`config.mk`:
```
export PLATFORM = sky130hd
export DESIGN_NAME = spi_slave
export DESIGN_NICKNAME = d
export VERILOG_FILES = /design/src/rtl/spi_slave.sv
export SDC_FILE = /design/constraint.sdc
export NUM_CORES = 1
export LEC_CHECK = 0
export CAP_MARGIN = 40
export CORE_ASPECT_RATIO = 2
export CORE_MARGIN = 2
export CORE_UTILIZATION = 55
export CTS_CLUSTER_DIAMETER = 100
export DETAILED_ROUTE_END_ITERATION = 16
export GPL_ROUTABILITY_DRIVEN = 1
export GPL_TIMING_DRIVEN = 0
export PLACE_DENSITY_LB_ADDON = 0.15
export SYNTH_ARGS = -nofsm -noshare
export SYNTH_HDL_FRONTEND = slang
export SYNTH_SLANG_ARGS = --single-unit
export TNS_END_PERCENT = 1
```
`constraint.sdc`:
```
create_clock -name clock -period 3.6 [get_ports clock]
set_input_delay 0.72 -clock clock [delete_from_list [all_inputs] [get_ports clock]]
set_output_delay 0.72 -clock clock [all_outputs]
set_load 0.03 [all_outputs]
```
`src/rtl/spi_slave.sv`:
```
// SPI mode-0 slave: 2-flop synchronizers on the SPI pins, an IDLE/SHIFT FSM,
// a one-word transmit holding buffer and back-to-back words within a frame.
module spi_slave #(
    parameter int DATA_W = 8
) (
    input  logic              clock,
    input  logic              reset,
    input  logic              sclk,
    input  logic              nss,
    input  logic              mosi,
    output logic              miso,
    output logic              miso_oe,
    input  logic [DATA_W-1:0] tx_data,
    input  logic              tx_valid,
    output logic              tx_ready,
    output logic [DATA_W-1:0] rx_data,
    output logic              rx_valid,
    output logic              aborted,
    output logic              busy
);
    localparam int CW = (DATA_W > 1) ? $clog2(DATA_W) : 1;

    typedef enum logic {IDLE, SHIFT} state_t;

    state_t            state;
    logic              sclk_m, sclk_s, sclk_d;
    logic              nss_m, nss_s, nss_d;
    logic              mosi_m, mosi_s;
    logic [CW-1:0]     cnt;
    logic [DATA_W-1:0] tx_sh, rx_sh, tx_buf;
    logic              pending, done;
    logic              sclk_rise, sclk_fall, nss_rise, nss_fall, load;

    // Two-flop synchronizers plus one delay flop for edge detection;
    // the idle levels are loaded in reset so no false edge appears at release.
    always_ff @(posedge clock or posedge reset) begin
        if (reset) begin
            sclk_m <= 1'b0; sclk_s <= 1'b0; sclk_d <= 1'b0;
            nss_m  <= 1'b1; nss_s  <= 1'b1; nss_d  <= 1'b1;
            mosi_m <= 1'b0; mosi_s <= 1'b0;
        end else begin
            sclk_m <= sclk; sclk_s <= sclk_m; sclk_d <= sclk_s;
            nss_m  <= nss;  nss_s  <= nss_m;  nss_d  <= nss_s;
            mosi_m <= mosi; mosi_s <= mosi_m;
        end
    end

    assign sclk_rise = sclk_s & ~sclk_d;
    assign sclk_fall = ~sclk_s & sclk_d;
    assign nss_rise  = nss_s & ~nss_d;
    assign nss_fall  = ~nss_s & nss_d;

    // Tx shift register reloads at frame start and after each completed word.
    assign load = (state == IDLE  && nss_fall) ||
                  (state == SHIFT && !nss_rise && sclk_fall && done);

    // Main FSM, shift registers, holding buffer and output pulses.
    always_ff @(posedge clock or posedge reset) begin
        if (reset) begin
            state    <= IDLE;
            cnt      <= '0;
            tx_sh    <= '0;
            rx_sh    <= '0;
            tx_buf   <= '0;
            pending  <= 1'b0;
            done     <= 1'b0;
            rx_data  <= '0;
            rx_valid <= 1'b0;
            aborted  <= 1'b0;
        end else begin
            rx_valid <= 1'b0;
            aborted  <= 1'b0;

            // Handshake and load never collide on pending: a handshake needs
            // pending clear, a consuming load needs it set.
            if (tx_valid && !pending) begin
                tx_buf  <= tx_data;
                pending <= 1'b1;
            end
            if (load) begin
                if (pending) begin
                    tx_sh   <= tx_buf;
                    pending <= 1'b0;
                end else begin
                    tx_sh <= '0;
                end
            end

            case (state)
                IDLE: begin
                    if (nss_fall) begin
                        state <= SHIFT;
                        cnt   <= '0;
                        done  <= 1'b0;
                    end
                end
                SHIFT: begin
                    if (nss_rise) begin
                        state   <= IDLE;
                        aborted <= (cnt != '0);
                        cnt     <= '0;
                        done    <= 1'b0;
                        rx_sh   <= '0;
                    end else if (sclk_rise) begin
                        rx_sh <= {rx_sh[DATA_W-2:0], mosi_s};
                        if (cnt == CW'(DATA_W - 1)) begin
                            cnt      <= '0;
                            rx_data  <= {rx_sh[DATA_W-2:0], mosi_s};
                            rx_valid <= 1'b1;
                            done     <= 1'b1;
                        end else begin
                            cnt <= cnt + 1'b1;
                        end
                    end else if (sclk_fall) begin
                        if (done)
                            done <= 1'b0;
                        else
                            tx_sh <= {tx_sh[DATA_W-2:0], 1'b0};
                    end
                end
                default: state <= IDLE;
            endcase
        end
    end

    assign busy     = (state == SHIFT);
    assign miso_oe  = busy;
    assign miso     = busy & tx_sh[DATA_W-1];
    assign tx_ready = ~pending;

endmodule

```
==> metrics.cfg, run 1 <==
[power_and_ir_drop]
p_per_area_nw_per_um2 = 566
p_clk_frac = 0.231
power_switching_w = 0.000387
power.internal_w = 0.000949
p_seq_frac = 0.529
leakage_nw = 1.10
swShare = 0.290
combinationalPowerShare = 0.240
peakVddDrop_mv = 0.480

[synthesis]
ys_types = 37
ys_ff_latch = 47
synthAdderAreaFrac = 0.0193
synth_xor_area_frac = 0.00451
synth_top_family_by_area = compound AO/OA/AOI/OAI gates
async_reset_ff_frac = 1.00
ys_dominant_reg_cell = dfrtp_1
syn_area_um2 = 1940
synth_compound_area_frac = 0.140
synth_seq_area_share = 0.608
synth_warnings = 0
synth_nets = 169
synth_edf_count = 0
synth_mux_area_frac = 0.108
synth.avg_cell_area_um2 = 12.8
yosys.area_share.simple = 0.0864
syn_inst = 152

[die]
dieHeight_um = 88.0
die-width_um = 46
start_util = 0.574
dieArea_um2 = 4050
core-area_um2 = 3380
ios = 28
rows = 30

[layout]
n_antenna_cell = 0
syn_to_final_growth_pct = 21.5
fillers = 272
final_cells = 219
drive_gt1_frac = 0.182
final_util = 0.698
final_cell_mix = dfrtp_1, clkdlybuf4s50_1, a21oi_1
layout.nets = 204
final_common_cell = dfrtp_1

[sta]
worst_slew_pin_slew_ns = 0.545
fin_crit_ns = 2.49
setup_tns_ns = 0
fmax_mhz = 401
skew_ns = 0.00310
drv_slew = 0
grt_setup_unrepaired = false
hold_viol = 0
relSlewSlack = 0.637
setup_viol = 0
post-route-period-util = 0.692

[drt]
routedWlPerCell_um = 16.3
antenna_left = 0
remaining_drc_errors = 0
drtPass1Iterations = 4
vias = 1265
routed_via_density = 5.78
wl_um = 3560
drt_iter0_markers = 15

[global_routing]
grt_pass1_wl_um = 6370
antenna_found_initial = 0
grt.total_usage = 0.219
grt_start_max_net_pins = 30
overflow = 0
grt_pass1_vias = 1346

[cts]
clk_latency_ns = 0.29
cts_max_level = 2
hold_buffers = 0
cts.repair.resized = 0
cts_root_buffer = clkbuf_8
cts_sinks = 47
tritoncts = done
clk_pin_slew_ns = 0.08
cts_buffers = 5
clock_path_buffers = 2
cts_setup_buffers = 0

[min_path]
hold_depth = 0
min_to = mosi_s$_DFF_PP0_
worstHoldStart = mosi_m$_DFF_PP0_
min_path_type = reg2reg

[worst_setup_path]
critPathMaxFanout = 10
end_kind = output port
cp_data_arrival_time_ns = 1.77
crit_start = busy$_DFF_PP0_
cp.required_ns = 2.88
worst-setup-path-type = reg2out
r2r_start = nss_s$_DFF_PP1_
r2r_slack_ns = 1.87
cp-start-kind = register
reg2reg_to = rx_data[0]$_DFFE_PP0P_
reg2reg_depth = 5

[placement]
hpwl_um = 2690
dp_cells = 212
numPortBuffers = 27
gp_congestion = 0.811

[job]
maxCapViolations = 0

[status]
status = complete, no violations

## Yosys cell counts (2+ instances only)
cell       n  area, µm²
a22o_1     7       61.3
dfstp_2    3       78.8
nand2b_1   2       12.5
o32ai_1    7       61.3
o21ai_1    2       10.0
a21oi_1   13       65.1
a211oi_1   2       15.0
mux2_2     2       22.5
dfrtp_1   44       1100
mux2_4     8        120
mux2_1     6       67.6
inv_1      6       22.5
o21ai_0    3       15.0
nor2_1    10       37.5
buf_4      2       15.0
buf_2      4       20.0
nand2_1    9       33.8
ha_1       3       37.5
## metal layers
| metal | up-vias | wire, µm | global-route usage |
|---|---|---|---|
| li1 | 608 | - | - |
| met1 | 622 | 1250 | 0.236 |
| met2 | 26 | 2110 | 0.384 |
| met3 | 9 | 104 | 0.0536 |
| met4 | 0 | 100 | 0.0935 |
| met5 | - | 0 | 0 |
## cell type report
type | count | area, µm² | area share
Timing Repair Buffer | 28 | 290 | 0.123
Sequential cell | 47 | 1180 | 0.500
Clock buffer | 6 | 82.6 | 0.0350
Multi-Input combinational cell | 91 | 696 | 0.295
Clock inverter | 1 | 5.00 | 0.00212
Tap cell | 32 | 40.0 | 0.0170
Buffer | 7 | 38.8 | 0.0164
Inverter | 7 | 26.3 | 0.0111
## power groups by stage
stage	combinational (W)	sequential [W]	clock [W]
after global routing	0.000366	0.000717	0.000349
after global placement	0.000304	0.000708	0
after CTS	0.000327	0.000706	0.000320
after floorplan	0.000222	0.000706	0
final	0.000321	0.000707	0.000308
after detailed placement	0.000324	0.000716	0
## metrics by stage
| stage | power [W] | cell area [µm²] | hold WS, ns | setup slack (ns) |
|---|---|---|---|---|
| global placement | 0.00101 | 2250 | 0.336 | 0.972 |
| detailed placement | 0.00104 | 2270 | 0.346 | 1.43 |
| CTS | 0.00135 | 2360 | 0.360 | 1.09 |
| floorplan | 0.000928 | 1940 | 0.331 | 1.77 |
| global route | 0.00143 | 2360 | 0.361 | 1.00 |
| finish | 0.00134 | 2360 | 0.357 | 1.11 |
## cell families (layout without fill, tap and decap cells)
kind of cell / after synthesis / after routing
AND/OR/NAND/NOR: 32 / 32
multiplexers: 16 / 16
AO/OA/AOI/OAI: 39 / 39
flip-flops: 47 / 47
XOR/XNOR: 1 / 1
buffers and inverters: 14 / 49
adder cells (fa/ha/maj): 3 / 3
## state kept, by name, summed over array words and instances (netlist names), 3 cells and up
| signal | count |
|---|---|
| rx_sh | 7 |
| cnt | 3 |
| tx_sh | 8 |
| rx_data | 8 |
| tx_buf | 8 |
## worst max-delay path by stage
stage                         endpoint  depth (start not counted)
floorplan            aborted$_DFF_PP0_                          1
global route                      miso                          3
finish                            miso                          3
CTS                               miso                          3
detailed placement                miso                          3
global placement    cnt[2]$_DFFE_PP0P_                          2
## worst max-delay path, stage by stage, from the launching register on
cell	delay, ns
dfrtp_1	0.41
buf_2	0.23
and2_1	0.16
clkdlybuf4s50_1	0.67
No activity file was read; power rests on OpenSTA's default activity.
==> run 2: changes to the inputs <==
--- a/config.mk
+++ b/config.mk
@@ -8,7 +8,7 @@
 export CAP_MARGIN = 40
 export CORE_ASPECT_RATIO = 2
 export CORE_MARGIN = 2
-export CORE_UTILIZATION = 55
+export CORE_UTILIZATION = 53
 export CTS_CLUSTER_DIAMETER = 100
 export DETAILED_ROUTE_END_ITERATION = 16
 export GPL_ROUTABILITY_DRIVEN = 1
==> constraint.sdc (replaced) <==
create_clock -name clock -period 2.4 [get_ports clock]
set_input_delay 0.48 -clock clock [delete_from_list [all_inputs] [get_ports clock]]
set_output_delay 0.48 -clock clock [all_outputs]
set_load 0.03 [all_outputs]
==> metrics.cfg, run 2 (same netlist as run 1, synthesis figures left out) <==
[status]
status = complete, no violations

[worst_setup_path]
cp_slowest_stage_delay_ns = 0.67  ; about the same
cp_data_arrival_time_ns = 1.77  ; about the same
crit_chain = buf_2 -> and2_1 -> clkdlybuf4s50_1
critPathMaxFanout = 10  ; unchanged
crit_family = buffers and inverters
worst-setup-path-type = reg2out
crit_slowest_cell = clkdlybuf4s50_1
cp-start-kind = register
cp.required_ns = 1.92  ; -0.96 ns
end_kind = output port
crit_buf_inv = 2  ; unchanged

[placement]
dpl_cell_area_um2 = 2290  ; +0.94%
gp_congestion = 0.774  ; -4.7%
numPortBuffers = 27  ; unchanged
place_worst_setup_slack_ns = 0.454  ; -0.973 ns
dp_cells = 229  ; +8.0%
hpwl_um = 2550  ; -5.3%

[drt]
remaining_drc_errors = 0  ; unchanged
drt_iter0_markers = 20  ; +5
vias = 1280  ; +1.2%
antenna_left = 0  ; unchanged
drtPass1Iterations = 6  ; +2
wl_um = 3360  ; -5.8%
routed_via_density = 5.40  ; -6.5%
routedWlPerCell_um = 14.2  ; -13%

[layout]
postLayoutCellArea_um2 = 2400  ; +1.7%
final_cells = 237  ; +8.2%
regArea_um2 = 1180  ; unchanged
layout.nets = 204  ; unchanged
n_antenna_cell = 0  ; unchanged
fillers = 297  ; +9.2%
syn_to_final_growth_pct = 23.6
multiInputGateArea_um2 = 696  ; unchanged
final_common_cell = dfrtp_1
reg_top3 = rx_data: 8 flops, tx_buf: 8 flops, tx_sh: 8 flops
drive_gt1_frac = 0.176  ; -0.00629
final_cell_mix = dfrtp_1, clkdlybuf4s50_1, a21oi_1

[job]
maxCapViolations = 0  ; unchanged

[cts]
clk_latency_ns = 0.30  ; about the same
hold_buffers = 0  ; unchanged
tritoncts = done
cts_buffers = 5  ; unchanged
cts_sinks = 47  ; unchanged
cts.repair.resized = 0  ; unchanged
cts_root_buffer = clkbuf_8
cts_max_level = 2  ; unchanged
cts_setup_buffers = 0  ; unchanged
clk_pin_slew_ns = 0.08  ; about the same
clock_path_buffers = 2  ; unchanged

[sta]
post-route-period-util = 0.935
layout_setup_ws_ns = 0.155  ; -0.953 ns
worst_slew_pin_slew_ns = 0.533  ; -0.0121 ns
drv_slew = 0  ; unchanged
setup_viol = 0  ; unchanged
grt_setup_unrepaired = false
fin_crit_ns = 2.25
skew_ns = 0.00637  ; +0.00327 ns
hold_viol = 0  ; unchanged
fmax_mhz = 445
relSlewSlack = 0.645  ; +0.00808

[power_and_ir_drop]
power.internal_w = 0.00151  ; +59%
swShare = 0.279  ; -0.0109
p_clk_frac = 0.268  ; +0.037
peakVddDrop_mv = 0.641  ; +33%
combinationalPowerShare = 0.227  ; -0.013
p_seq_frac = 0.505  ; -0.024
leakage_nw = 1.11  ; +0.49%
p_per_area_nw_per_um2 = 873  ; +54%
power_switching_w = 0.000583  ; +51%

[min_path]
min_path_type = reg2reg

[die]
core-area_um2 = 3570  ; +5.6%
ios = 28  ; unchanged
die-width_um = 46.8  ; +1.7%
dieArea_um2 = 4190  ; +3.5%
rows = 31  ; +3.3%
dieHeight_um = 89.6  ; +1.8%
start_util = 0.544  ; -0.0306

[global_routing]
grt_pass1_vias = 1276  ; -5.2%
grt.total_usage = 0.189  ; -0.0299
grt_pass1_wl_um = 5600  ; -12%
overflow = 0  ; unchanged
grt_start_max_net_pins = 28  ; -6.7%
antenna_found_initial = 0  ; unchanged

run 2: path summary, 6_finish.rpt:
check,start,endpoint,slack (ns),cells past startpoint
worst max-delay path,busy$_DFF_PP0_,miso,0.15,3
worst min-delay path,sclk_m$_DFF_PP0_,sclk_s$_DFF_PP0_,0.36,0
worst max register to register,nss_s$_DFF_PP1_,rx_data[7]$_DFFE_PP0P_,0.72,5
worst min register to register,sclk_m$_DFF_PP0_,sclk_s$_DFF_PP0_,0.36,0
max in group asynchronous,reset,nss_d$_DFF_PP1_,1.32,3
min in group asynchronous,reset,rx_data[0]$_DFFE_PP0P_,0.50,2
run 2: worst reg2reg max path, stage by stage, from the launching register on:
cell,delay (ns)
dfstp_2,0.60
nand2b_1,0.13
and3_1,0.19
buf_4,0.17
nand2_4,0.17
mux2_4,0.32
run 2: layout make-up:
class                   count  area share
flip-flops and latches     47       0.492
multi-input cells          91       0.290
repair buffers             28       0.121
clock buffers               7      0.0318
well taps                  49      0.0256
plain buffers               7      0.0162
clock inverters             1      0.0125
inverters                   7      0.0110
run 2: power by group through the flow:
stage               sequential, W  clock, W  combinational [W]
finish                    0.00106  0.000560           0.000476
global route              0.00108  0.000606           0.000538
CTS                       0.00106  0.000572           0.000484
detailed placement        0.00107         0           0.000480
global placement          0.00106         0           0.000458
floorplan                 0.00106         0           0.000334
run 2: metal layers:
layer / GRT usage / share of wire / wire length (µm)
met1: 0.198 / 0.36 / 1210
met5: 0 / 0 / 0
met3: 0.0480 / 0.036 / 121
met2: 0.335 / 0.58 / 1960
met4: 0.0859 / 0.020 / 67
run 2: stage by stage:
step / setup TNS [ns] / power [W] / hold slack (ns) / utilization
4_1_cts: 0 / 0.00211 / 0.361 / 0.672
5_1_grt: 0 / 0.00222 / 0.366 / 0.672
3_3_place_gp: -0.811 / 0.00152 / 0.334 / 0.637
2_1_floorplan: 0 / 0.00139 / 0.331 / -
3_5_place_dp: 0 / 0.00155 / 0.343 / 0.642
6_report: 0 / 0.00209 / 0.358 / 0.672
